`src/rtl/ps2_kbd_receiver.sv`:
```
// ps2_kbd_receiver: PS/2 keyboard host receiver feeding an 8-deep scan-code FIFO
// Ports:
//   clk        system clock, all state on rising edge
//   clrn       asynchronous active-low reset
//   ps2_clk    keyboard clock (asynchronous), data sampled on its falling edge
//   ps2_data   keyboard data
//   nextdata_n active-low pop strobe, honoured only while ready=1
//   data       FIFO head byte
//   ready      FIFO non-empty
//   overflow   sticky, a valid byte was dropped because the FIFO was full
module ps2_kbd_receiver #(
    parameter int FIFO_AW = 3
) (
    input  logic       clk,
    input  logic       clrn,
    input  logic       ps2_clk,
    input  logic       ps2_data,
    input  logic       nextdata_n,
    output logic [7:0] data,
    output logic       ready,
    output logic       overflow
);
    localparam int DEPTH = 2 ** FIFO_AW;
    logic [2:0]         clk_sync;
    logic [9:0]         buffer;
    logic [3:0]         count;
    logic [7:0]         fifo [DEPTH];
    logic [FIFO_AW-1:0] w_ptr, r_ptr;
    logic [FIFO_AW:0]   occ;
    logic               sample, frame_ok, full, pop, push;
    assign sample   = clk_sync[2] & ~clk_sync[1];
    // start bit low, stop bit (current sample) high, odd parity over d0..d7 plus parity
    assign frame_ok = sample && count == 4'd10 && !buffer[0] && ps2_data && ^buffer[9:1];
    // occupancy never exceeds DEPTH, so its MSB alone flags full
    assign full     = occ[FIFO_AW];
    assign ready    = occ != '0;
    assign pop      = ready && !nextdata_n;
    // a pop in the same cycle frees a slot, so a full FIFO still takes the byte
    assign push     = frame_ok && (!full || pop);
    assign data     = fifo[r_ptr];
    always_ff @(posedge clk or negedge clrn) begin
        if (!clrn) begin
            clk_sync <= 3'b111;
            buffer   <= '0;
            count    <= '0;
            w_ptr    <= '0;
            r_ptr    <= '0;
            occ      <= '0;
            overflow <= 1'b0;
        end else begin
            clk_sync <= {clk_sync[1:0], ps2_clk};
            if (sample) begin
                if (count == 4'd10) begin
                    count <= '0;
                end else begin
                    buffer[count] <= ps2_data;
                    count         <= count + 4'd1;
                end
            end
            if (frame_ok && !push) overflow <= 1'b1;
            if (push) w_ptr <= w_ptr + FIFO_AW'(1);
            if (pop) r_ptr <= r_ptr + FIFO_AW'(1);
            occ <= occ + {{FIFO_AW{1'b0}}, push} - {{FIFO_AW{1'b0}}, pop};
        end
    end
    always_ff @(posedge clk) begin
        if (push) fifo[w_ptr] <= buffer[8:1];
    end
endmodule

```
`config.mk`:
```
export PLATFORM = sky130hd
export DESIGN_NAME = ps2_kbd_receiver
export DESIGN_NICKNAME = d
export VERILOG_FILES = /design/src/rtl/ps2_kbd_receiver.sv
export SDC_FILE = /design/constraint.sdc
export NUM_CORES = 1
export LEC_CHECK = 0
export CORE_AREA = 10 10 101 103
export DETAILED_ROUTE_END_ITERATION = 8
export DIE_AREA = 0 0 111 113
export PLACE_DENSITY = 0.76
export SYNTH_ARGS = -nofsm -noshare
export SYNTH_HDL_FRONTEND = slang
export SYNTH_SLANG_ARGS = --single-unit
```
`constraint.sdc`:
```
create_clock -name clk -period 3.73 [get_ports clk]
set_clock_uncertainty 0.2 [all_clocks]
set_input_delay 0.746 -clock clk [delete_from_list [all_inputs] [get_ports clk]]
set_output_delay 0.746 -clock clk [all_outputs]
set_load 0.01 [all_outputs]
```
==> flow_metrics.tcl <==
set metrics [dict create \
    cts_buffers 9 \
    drtIter0Drc 91 \
    slew_violations 0 \
    nNetsFinal 257 \
    syn_to_final_growth_pct 14.2 \
    fin_crit_sh 0.910 \
    synth.cell_area_mm2 0.00381 \
    cts-root-buf "clkbuf_8" \
    reg2reg_depth 9 \
    core_area_mm2 0.00813 \
    synth_top_area_frac 0.505 \
    rsz0062_at_grt "false" \
    synth_xor_area_frac 0.0421 \
    grt-ovfl-total 0 \
    io_buffers 14 \
    die_w_um 111 \
    status "finished clean" \
    h-tree-depth 3 \
    relSlewSlack 0.434 \
    synth.most_common_cell "edfxtp_1" \
    critPathKind "reg -> out" \
    wl_met1_mm 2.89 \
    synth.area.mux_share 0.155 \
    synth_top_family_by_area "multiplexers" \
    seq_area_mm2 0.00263 \
    ys_top_cells_by_count "64 x edfxtp_1, 25 x dfrtp_1, 19 x mux2_2, 16 x mux4_2, 13 x nand2_1" \
    clock_latency_ns 0.35 \
    place_hpwl_mm 4.08 \
    drive_gt1_frac 0.273 \
    wl_met3_um 285 \
    final_util 0.534 \
    viasPerCell 5.31 \
    ant_nets 0 \
    min_from "clk_sync[0]" \
    cp_data_arrival_time_ns 2.45 \
    p_leak_nw 1.57 \
    synthArstFlopShare 0.304 \
    synth.area.top_cells "edfxtp_1 50%, dfrtp_1 16%, mux4_2 9.5%, mux2_2 5.6%, ha_1 2.3%" \
    insertedDiodeCount 0 \
    die_h_um 113 \
    holdPathStages 0 \
    critPathCaptureType "output port" \
    whs_ns 0.159 \
    routed.top_layer "met4" \
    wire_per_inst_um 17.9 \
    r2r_slack_ns 0.66 \
    startpoint_type "flip-flop" \
    vias 1881 \
    hold_end "clk_sync[1]" \
    antenna_found_initial 0 \
    post_cts_buffers 0 \
    synth_compound_area_frac 0.0105 \
    r2r_end "occ[2]" \
    finalSetupTns_ns 0 \
    tritoncts "done" \
    synth-edff-count 64 \
    syn_nets 228 \
    fillers 666 \
    die_area_mm2 0.0125 \
    path_max_fanout 18 \
    cts.repair.resized 0 \
    grt_pass1_vias 2027 \
    timing.rr.start "clk_sync[2]" \
    hold_violations 0 \
    synth_simple_gate_area_share 0.0608 \
    yosys_warnings 0 \
    synth.avg_cell_area_um2 17.7 \
    initial_core_util 0.468 \
    cts_sinks 92 \
    synth_cell_types 33 \
    path_cells "mux4_2 > mux2_2 > clkdlybuf4s50_1" \
    hp-class "reg -> reg" \
    cp_data_required_time_ns 2.78 \
    synth-seq-area-share 0.690 \
    wirelength_mm 6.35 \
    drv_cap 0 \
    ctsHoldBuffers 0 \
    wl_met2_mm 3.09 \
    path_clk_slew_ns 0.08 \
    max_stage_delay_ns 0.90 \
    p_per_area_mw_per_mm2 772 \
    grt_pass1_wl_mm 10.9 \
    setup_viol 0 \
    fmax_mhz 295 \
    grt_usage 0.110 \
    drt_pass1_iterations 4 \
    place.gp.congestion 0.752 \
    synth-seq-cells 92 \
    synth_flop_cell "edfxtp_1" \
    post-route-min-period_ns 3.39 \
    tightest_slew_ns 0.849 \
    cts_buffer_depth 2 \
    ir_worst_vdd_mv 0.393 \
    multi_input_area_mm2 0.00113 \
    synthAdderAreaFrac 0.0283 \
    rows 33 \
    grt_start_max_net_pins 29 \
    cpMaxStageDelayCell "dfrtp_1" \
    syn_inst 215 \
    drc_errors 0 \
    synth_area_leader_cell "edfxtp_1" \
    io_pins 15 \
]
## flip-flops by register name (all words and copies together) (netlist names)
name	cells
overflow	1
count	4
r_ptr	3
fifo	64
buffer	10
clk_sync	3
occ	4
w_ptr	3
## logic make-up (layout without fill, tap and decap cells)
logic type | Yosys count | in the layout
adders and majority gates | 8 | 8
and+or+nand+nor | 44 | 44
AOI/OAI and AO/OA | 7 | 7
DFF | 92 | 92
muxes | 36 | 36
buffers and inverters | 13 | 47
xor gates and xnor gates | 15 | 15
## worst max path at each step
| stage | to | cells after the start | start | slack [ns] |
|---|---|---|---|---|
| floorplan | occ[2] | 9 | clk_sync[2] | 0.94 |
| global placement | occ[2] | 8 | ps2_data | 0.46 |
| detailed placement | occ[2] | 8 | ps2_data | 0.42 |
| CTS | data[7] | 3 | r_ptr[1] | 0.31 |
| global route | data[7] | 3 | r_ptr[1] | 0.23 |
| finish | data[7] | 3 | r_ptr[1] | 0.34 |
## through the flow
step	instance area [um^2]	setup slack (ns)	cells	total power, mW
2_1_floorplan	3810	0.942	215	2.33
3_3_place_gp	4130	0.464	338	2.64
3_5_place_dp	4130	0.417	338	2.68
4_1_cts	4350	0.307	354	3.40
5_1_grt	4350	0.226	354	3.56
6_report	4350	0.337	354	3.36
## per-layer routing
metal,vias to the layer above,track usage
met5,-,0
met2,35,0.173
li1,868,-
met1,972,0.141
met4,0,0.0417
met3,6,0.0317
## cell usage in the layout, fill, tap and decap left out, drive strengths merged
master / n
o21bai: 1
mux2: 20
inv: 7
edfxtp: 64
nand4: 3
ha: 7
and4b: 1
xor2: 5
o21ai: 2
a21oi: 3
a21o: 1
nand3b: 2
clkbuf: 10
nor3b: 1
nand2b: 2
nand2: 13
dfrtp: 25
mux4: 16
nand4b: 1
clkinv: 3
and3b: 2
buf: 11
bufinv: 2
nor3: 2
nor2b: 2
xnor3: 1
fa: 1
xnor2: 9
or2b: 1
dfstp: 3
nor2: 10
nand3: 4
clkdlybuf4s50: 14
## final cells by class
cell class | count | share of cell area
sequential | 92 | 0.604
timing repair buffer | 25 | 0.0512
clock buffer | 10 | 0.0294
clock inverter | 6 | 0.0201
tap | 105 | 0.0302
inverter | 6 | 0.00518
multi-input combinational | 110 | 0.260
## worst max-delay path: cells and delay by family, from the launching register on
family,cells,cell delay [ns]
buffers and inverters,1,0.48
DFF,1,0.90
muxes,2,0.72
## power by group
group	switching [mW]	internal [mW]
logic	0.425	0.633
registers	0.255	1.32
clock network	0.343	0.379
(Power assumes the default switching activity.)
